$ cat src/rtl/unified_mem_arbiter_if.sv
// unified_mem_arbiter_if: IF/MEM request ports and shared RAM port.
// slave = arbiter side, master = pipeline stages plus RAM macro.
interface unified_mem_arbiter_if #(
  parameter int ADDRESS_WIDTH = 6,
  parameter int DATA_WIDTH    = 32
);
  logic                      if_req;
  logic [ADDRESS_WIDTH-1:0]  if_addr;
  logic                      if_done;
  logic [DATA_WIDTH-1:0]     if_rdata;
  logic                      if_stall;
  logic                      mem_req;
  logic                      mem_we;
  logic [ADDRESS_WIDTH-1:0]  mem_addr;
  logic [DATA_WIDTH-1:0]     mem_wdata;
  logic [DATA_WIDTH/8-1:0]   mem_be;
  logic                      mem_done;
  logic [DATA_WIDTH-1:0]     mem_rdata;
  logic                      mem_stall;
  logic                      ram_en;
  logic                      ram_we;
  logic [ADDRESS_WIDTH-1:0]  ram_addr;
  logic [DATA_WIDTH-1:0]     ram_wdata;
  logic [DATA_WIDTH/8-1:0]   ram_be;
  logic [DATA_WIDTH-1:0]     ram_rdata;

  modport slave (
    input  if_req, if_addr,
    input  mem_req, mem_we, mem_addr, mem_wdata, mem_be,
    input  ram_rdata,
    output if_done, if_rdata, if_stall,
    output mem_done, mem_rdata, mem_stall,
    output ram_en, ram_we, ram_addr, ram_wdata, ram_be
  );

  modport master (
    output if_req, if_addr,
    output mem_req, mem_we, mem_addr, mem_wdata, mem_be,
    output ram_rdata,
    input  if_done, if_rdata, if_stall,
    input  mem_done, mem_rdata, mem_stall,
    input  ram_en, ram_we, ram_addr, ram_wdata, ram_be
  );
endinterface

$ cat src/rtl/unified_mem_arbiter.sv
// unified_mem_arbiter: serialises IF and MEM onto one single-port RAM.
// Fetch starvation guard is built only with ARBITER_STARVATION_GUARD_EN.
module unified_mem_arbiter #(
  parameter int ADDRESS_WIDTH = 6,
  parameter int DATA_WIDTH    = 32,
  parameter int MEM_LATENCY   = 1,
  parameter int STARVE_LIMIT  = 4
) (
  input  logic clk,
  input  logic rst,
  unified_mem_arbiter_if.slave bus
);
  localparam int BW = DATA_WIDTH / 8;

  typedef enum logic [1:0] { S_IDLE, S_ISSUE, S_WAIT } state_t;
  typedef enum logic [1:0] { O_NONE, O_IF, O_MEM } owner_t;

  state_t                   state_q, state_d;
  owner_t                   owner_q, owner_d;
  logic [2:0]               cnt_q, cnt_d;
  logic                     we_q, we_d;
  logic [ADDRESS_WIDTH-1:0] addr_q, addr_d;
  logic [DATA_WIDTH-1:0]    wdata_q, wdata_d;
  logic [BW-1:0]            be_q, be_d;
  logic [DATA_WIDTH-1:0]    if_rdata_q, mem_rdata_q;
  logic                     grant_if, grant_mem, starved;
  logic                     done, if_done, mem_done;

`ifdef ARBITER_STARVATION_GUARD_EN
  logic [2:0] starve_q, starve_d;

  assign starved = (starve_q == 3'(STARVE_LIMIT));

  // Count back-to-back MEM grants that left a fetch waiting
  always_comb begin
    starve_d = starve_q;
    if (grant_if || (state_q == S_IDLE && !bus.if_req))
      starve_d = '0;
    else if (grant_mem && bus.if_req)
      starve_d = starve_q + 3'd1;
  end

  // Starvation counter register
  always_ff @(posedge clk) begin
    if (rst) starve_q <= '0;
    else     starve_q <= starve_d;
  end
`else
  logic unused_starve;
  assign starved       = 1'b0;
  assign unused_starve = (STARVE_LIMIT != 0);
`endif

  // MEM wins in IDLE unless a waiting fetch has been starved
  always_comb begin
    grant_mem = 1'b0;
    grant_if  = 1'b0;
    if (state_q == S_IDLE) begin
      if (bus.mem_req && !(starved && bus.if_req))
        grant_mem = 1'b1;
      else if (bus.if_req)
        grant_if = 1'b1;
    end
  end

  assign done     = (state_q == S_WAIT) && (cnt_q == '0);
  assign if_done  = done && (owner_q == O_IF);
  assign mem_done = done && (owner_q == O_MEM);

  // Next state: latch the winner, strobe once, count down the latency
  always_comb begin
    state_d = state_q;
    owner_d = owner_q;
    cnt_d   = cnt_q;
    we_d    = we_q;
    addr_d  = addr_q;
    wdata_d = wdata_q;
    be_d    = be_q;
    unique case (state_q)
      S_IDLE: begin
        if (grant_mem) begin
          owner_d = O_MEM;
          we_d    = bus.mem_we;
          addr_d  = bus.mem_addr;
          wdata_d = bus.mem_wdata;
          be_d    = bus.mem_be;
          state_d = S_ISSUE;
        end else if (grant_if) begin
          owner_d = O_IF;
          we_d    = 1'b0;
          addr_d  = bus.if_addr;
          wdata_d = '0;
          be_d    = '1;
          state_d = S_ISSUE;
        end
      end
      S_ISSUE: begin
        cnt_d   = 3'(MEM_LATENCY - 1);
        state_d = S_WAIT;
      end
      S_WAIT: begin
        if (cnt_q == '0) begin
          owner_d = O_NONE;
          state_d = S_IDLE;
        end else begin
          cnt_d = cnt_q - 3'd1;
        end
      end
      default: begin
        owner_d = O_NONE;
        state_d = S_IDLE;
      end
    endcase
  end

  // State, owner, counter and captured request
  always_ff @(posedge clk) begin
    if (rst) begin
      state_q <= S_IDLE;
      owner_q <= O_NONE;
      cnt_q   <= '0;
      we_q    <= 1'b0;
      addr_q  <= '0;
      wdata_q <= '0;
      be_q    <= '0;
    end else begin
      state_q <= state_d;
      owner_q <= owner_d;
      cnt_q   <= cnt_d;
      we_q    <= we_d;
      addr_q  <= addr_d;
      wdata_q <= wdata_d;
      be_q    <= be_d;
    end
  end

  // Hold each stage's last read data between done pulses
  always_ff @(posedge clk) begin
    if (rst) begin
      if_rdata_q  <= '0;
      mem_rdata_q <= '0;
    end else begin
      if (if_done)  if_rdata_q  <= bus.ram_rdata;
      if (mem_done) mem_rdata_q <= bus.ram_rdata;
    end
  end

  assign bus.ram_en    = (state_q == S_ISSUE);
  assign bus.ram_we    = (state_q == S_ISSUE) && we_q;
  assign bus.ram_addr  = addr_q;
  assign bus.ram_wdata = wdata_q;
  assign bus.ram_be    = be_q;

  assign bus.if_done   = if_done;
  assign bus.mem_done  = mem_done;
  assign bus.if_rdata  = if_done  ? bus.ram_rdata : if_rdata_q;
  assign bus.mem_rdata = mem_done ? bus.ram_rdata : mem_rdata_q;
  assign bus.if_stall  = bus.if_req  && !if_done;
  assign bus.mem_stall = bus.mem_req && !mem_done;
endmodule

$ cat src/flat_wrapper.sv
// flat-port wrapper written by rule: the top's interface ports become plain ports
module unified_mem_arbiter_flat 
#(
  parameter int ADDRESS_WIDTH = 6,
  parameter int DATA_WIDTH    = 32,
  parameter int MEM_LATENCY   = 1,
  parameter int STARVE_LIMIT  = 4
)
  (clk, rst, bus_if_req, bus_if_addr, bus_mem_req, bus_mem_we, bus_mem_addr, bus_mem_wdata, bus_mem_be, bus_ram_rdata, bus_if_done, bus_if_rdata, bus_if_stall, bus_mem_done, bus_mem_rdata, bus_mem_stall, bus_ram_en, bus_ram_we, bus_ram_addr, bus_ram_wdata, bus_ram_be);
  unified_mem_arbiter_if #(.ADDRESS_WIDTH(ADDRESS_WIDTH), .DATA_WIDTH(DATA_WIDTH)) bus_i ();
  input  logic clk;
  input  logic rst;
  input wire logic [$bits(bus_i.if_req)-1:0] bus_if_req;
  input wire logic [$bits(bus_i.if_addr)-1:0] bus_if_addr;
  input wire logic [$bits(bus_i.mem_req)-1:0] bus_mem_req;
  input wire logic [$bits(bus_i.mem_we)-1:0] bus_mem_we;
  input wire logic [$bits(bus_i.mem_addr)-1:0] bus_mem_addr;
  input wire logic [$bits(bus_i.mem_wdata)-1:0] bus_mem_wdata;
  input wire logic [$bits(bus_i.mem_be)-1:0] bus_mem_be;
  input wire logic [$bits(bus_i.ram_rdata)-1:0] bus_ram_rdata;
  output wire logic [$bits(bus_i.if_done)-1:0] bus_if_done;
  output wire logic [$bits(bus_i.if_rdata)-1:0] bus_if_rdata;
  output wire logic [$bits(bus_i.if_stall)-1:0] bus_if_stall;
  output wire logic [$bits(bus_i.mem_done)-1:0] bus_mem_done;
  output wire logic [$bits(bus_i.mem_rdata)-1:0] bus_mem_rdata;
  output wire logic [$bits(bus_i.mem_stall)-1:0] bus_mem_stall;
  output wire logic [$bits(bus_i.ram_en)-1:0] bus_ram_en;
  output wire logic [$bits(bus_i.ram_we)-1:0] bus_ram_we;
  output wire logic [$bits(bus_i.ram_addr)-1:0] bus_ram_addr;
  output wire logic [$bits(bus_i.ram_wdata)-1:0] bus_ram_wdata;
  output wire logic [$bits(bus_i.ram_be)-1:0] bus_ram_be;
  assign bus_i.if_req = bus_if_req;
  assign bus_i.if_addr = bus_if_addr;
  assign bus_i.mem_req = bus_mem_req;
  assign bus_i.mem_we = bus_mem_we;
  assign bus_i.mem_addr = bus_mem_addr;
  assign bus_i.mem_wdata = bus_mem_wdata;
  assign bus_i.mem_be = bus_mem_be;
  assign bus_i.ram_rdata = bus_ram_rdata;
  assign bus_if_done = bus_i.if_done;
  assign bus_if_rdata = bus_i.if_rdata;
  assign bus_if_stall = bus_i.if_stall;
  assign bus_mem_done = bus_i.mem_done;
  assign bus_mem_rdata = bus_i.mem_rdata;
  assign bus_mem_stall = bus_i.mem_stall;
  assign bus_ram_en = bus_i.ram_en;
  assign bus_ram_we = bus_i.ram_we;
  assign bus_ram_addr = bus_i.ram_addr;
  assign bus_ram_wdata = bus_i.ram_wdata;
  assign bus_ram_be = bus_i.ram_be;
  unified_mem_arbiter #(.ADDRESS_WIDTH(ADDRESS_WIDTH), .DATA_WIDTH(DATA_WIDTH), .MEM_LATENCY(MEM_LATENCY), .STARVE_LIMIT(STARVE_LIMIT)) u_core (.clk(clk), .rst(rst), .bus(bus_i));
endmodule
$ cat config.mk
export PLATFORM = sky130hd
export DESIGN_NAME = unified_mem_arbiter_flat
export DESIGN_NICKNAME = d
export VERILOG_FILES = /design/src/rtl/unified_mem_arbiter_if.sv /design/src/rtl/unified_mem_arbiter.sv /design/src/flat_wrapper.sv
export SDC_FILE = /design/constraint.sdc
export NUM_CORES = 1
export LEC_CHECK = 0
export CORE_MARGIN = 1
export CORE_UTILIZATION = 44
export DETAILED_ROUTE_END_ITERATION = 8
export PLACE_DENSITY = 0.89
export SYNTH_ARGS = -nofsm -noshare
export SYNTH_HDL_FRONTEND = slang
export SYNTH_SLANG_ARGS = --single-unit
$ cat constraint.sdc
create_clock -name clk -period 2.9 [get_ports clk]
set_input_delay 0.58 -clock clk [delete_from_list [all_inputs] [get_ports clk]]
set_output_delay 0.58 -clock clk [all_outputs]
set_load 0.03 [all_outputs]
==> impl_metrics.env <==
export IMPL_p_clk_frac=0.465
export IMPL_ys_seq_elements=114
export IMPL_n_antenna_cell=0
export IMPL_antenna_found_initial=0
export IMPL_drive_above_1_share=0.309
export IMPL_post_drt_wl_per_cell_um=18.2
export IMPL_vias_per_cell=5.28
export IMPL_layoutNonFillerInstCount=872
export IMPL_use_met1=0.269
export IMPL_die_h_um=109
export IMPL_busiest_layer="met2"
export IMPL_period_needed_ns=3.00
export IMPL_synthCells=492
export IMPL_yosysSeqAreaShare=0.450
export IMPL_power_frac_comb=0.171
export IMPL_synth_top_area_frac=0.450
export IMPL_core_area_um2=11000
export IMPL_drc=0
export IMPL_synth_area_per_cell_um2=10.3
export IMPL_worstHoldStart="u_core.mem_rdata_q[22]"
export IMPL_dieArea_um2=12000
export IMPL_tightestPinTransition_ns=0.523
export IMPL_ir_drop_v=0.000393
export IMPL_ctsRootBufferMaster="clkbuf_16"
export IMPL_slew_violations=0
export IMPL_worst_r2r_setup_slack_ns=0.55
export IMPL_critPathRequiredTime_ns=2.32
export IMPL_grt_pass1_vias=4731
export IMPL_max_freq_mhz=334
export IMPL_vias=4602
export IMPL_dr_pass1_iters=4
export IMPL_hpwl_um=9570
export IMPL_ant_nets=0
export IMPL_fp_row_count=38
export IMPL_drt_iter0_markers=212
export IMPL_cts_buffers=17
export IMPL_final_cell_mix="clkdlybuf4s50_1 (128), dfxtp_1 (112), nand2_1 (99)"
export IMPL_tns_ns=-1.30
export IMPL_io_buffers=196
export IMPL_cts_max_level=4
export IMPL_violations="negative setup slack"
export IMPL_crit_fanout=17
export IMPL_fin_util=0.747
export IMPL_skew_ns=0.00970
export IMPL_fin_nets=806
export IMPL_clk_insertion_delay_late_ns=0.40
export IMPL_use_met2=0.447
export IMPL_fin_ws_ns=-0.0952
export IMPL_crit_arrival_ns=2.42
export IMPL_areaGrowthSynthToFinish_pct=62.3
export IMPL_io_pins=197
export IMPL_gp_congestion=0.792
export IMPL_holdCritPathClass="reg2reg"
export IMPL_p_int_w=0.00340
export IMPL_track_usage=0.246
export IMPL_worstSetupStartpointType="register"
export IMPL_end_kind="output pin"
export IMPL_p_switching_w=0.00123
export IMPL_synthesis_nets=579
export IMPL_power_density_nw_per_um2=563
export IMPL_dp_cells=811
export IMPL_reg2reg_to="u_core.mem_rdata_q[29]"
export IMPL_relSlewSlack=0.651
export IMPL_hold_viol=0
export IMPL_clk_pin_slew_ns=0.06
export IMPL_grtUsageMet3=0.0658
export IMPL_place_area_um2=7060
export IMPL_status="complete, but fails checks"
export IMPL_ys_warn_count=0
export IMPL_seq_power_share=0.364
export IMPL_period_share=1.03
export IMPL_drv_cap=0
export IMPL_num_fill_cells=694
export IMPL_final_area_um2=8240
export IMPL_grt_max_degree=58
export IMPL_netlist_area_um2=5080
export IMPL_power_total_w=0.00464
export IMPL_p_leak_nw=3.72
export IMPL_cts_sinks=114
export IMPL_clockBufferDepth=2
export IMPL_hold_depth=2
export IMPL_rr_worst_depth=10
export IMPL_synth_area_leader_cell="dfxtp_1"
export IMPL_ys_types=33
export IMPL_gr_total_overflow=0
export IMPL_finalSetupViolations=30
export IMPL_switching_share=0.266
export IMPL_cts_tree="done"
export IMPL_die_w_um=109
export IMPL_crit_type="reg2out"
export IMPL_synth_area_top_cells="dfxtp_1 (45%), mux2i_1 (13%), mux2_2 (10%)"
export IMPL_final_common_cell="clkdlybuf4s50_1"
export IMPL_rsz0062_at_grt="yes"
export IMPL_start_util=0.460
export IMPL_grt_pass1_wl_um=22400
export IMPL_wl_um=15900
export IMPL_hold_end="u_core.mem_rdata_q[22]"
export IMPL_r2r_start="u_core.cnt_q[1]"
[area by class of cell]
cell class	count	area, um^2	area share
repair buffers	247	2580	0.313
multi-input cells	328	2560	0.310
flip-flops and latches	114	2280	0.277
clock buffers	20	447	0.0542
well taps	140	175	0.0213
clock inverters	12	156	0.0190
inverters	11	41.3	0.00501
[critical path: stages, from the launching register on]
cell	delay (ns)
dfxtp_2	0.32
inv_2	0.07
ha_4	0.14
ha_4	0.12
nand3b_1	0.10
or3b_4	0.46
buf_16	0.20
buf_4	0.17
mux2_4	0.30
buf_6	0.14
[power groups by stage]
stage,registers (W),clock network (W),logic [W]
finish,0.00169,0.00216,0.000794
global route,0.00169,0.00225,0.000834
CTS,0.00169,0.00216,0.000761
detailed placement,0.00172,0,0.000739
global placement,0.00171,0,0.000723
floorplan,0.00181,0,0.000304
[metrics by stage]
stage,worst slack (ns),hold WS (ns)
after floorplan,0.482,0.431
after global placement,0.0483,0.441
after detailed placement,-0.0685,0.448
after CTS,-0.0859,0.458
after global routing,-0.141,0.481
final,-0.0952,0.460
[metal layers]
metal,routed length (um),up-vias
met5,0,-
met4,435,0
met2,8140,212
li1,-,2176
met3,1150,34
met1,6170,2180
[state kept, by name, summed over array words and instances (netlist names)]
name                  flops
u_core.bus.ram_wdata     32
u_core.if_rdata_q        32
u_core.mem_rdata_q       32
u_core.bus.ram_addr       6
u_core.bus.ram_be         4
u_core.cnt_q              3
u_core.owner_q            2
u_core.state_q            2
u_core.we_q               1
[cells in the mapped netlist]
cell      number
inv_1          9
mux2_2        47
nor2_1        14
nor3b_1        1
a41o_1         1
mux2_4        17
dfxtp_1      114
or3b_1         3
a32o_1         1
ha_1           2
or2_2          1
and3_1         1
inv_2          2
and2_1         3
nor2_2         1
a22oi_1        1
nand2_1       99
buf_6          9
a22o_1        38
nor2b_1        2
buf_4          3
o21a_1         1
nand2b_1       1
nand3b_1       1
nor3_1         5
mux2i_1       65
a221oi_1       2
buf_2          9
clkbuf_1      18
a211oi_1       6
a21oi_1       12
or3b_2         1
o21ai_0        2
[how the worst max path moves through the flow]
stage	startpoint	to	slack (ns)	cells after the start
after floorplan	u_core.cnt_q[0]	bus_if_rdata[14]	0.48	8
after global placement	u_core.cnt_q[0]	bus_if_rdata[16]	0.05	8
after detailed placement	u_core.cnt_q[0]	bus_if_rdata[16]	-0.07	8
after CTS	u_core.cnt_q[1]	bus_if_rdata[30]	-0.09	9
after global routing	u_core.cnt_q[0]	bus_if_rdata[30]	-0.14	9
final	u_core.cnt_q[1]	bus_if_rdata[30]	-0.1	9
[cells by family (layout without fill, tap and decap cells)]
kind of cell,after synthesis,after routing,share of synthesized area
compound gates,64,64,0.0986
flops,114,114,0.450
fa+ha+maj,2,2,0.00493
simple gates,133,133,0.109
mux,129,129,0.283
buf+inv,50,290,0.0547
[what timing repair did]
item | in CTS | in global routing
hold buffers | 0 | 0
setup endpoints to repair | 67 | 65
resized for setup | 138 | 42
buffers inserted | 15 | 7
cloned | 1 | 6
pin swaps | 3 | 1
(Power assumes the default switching activity.)
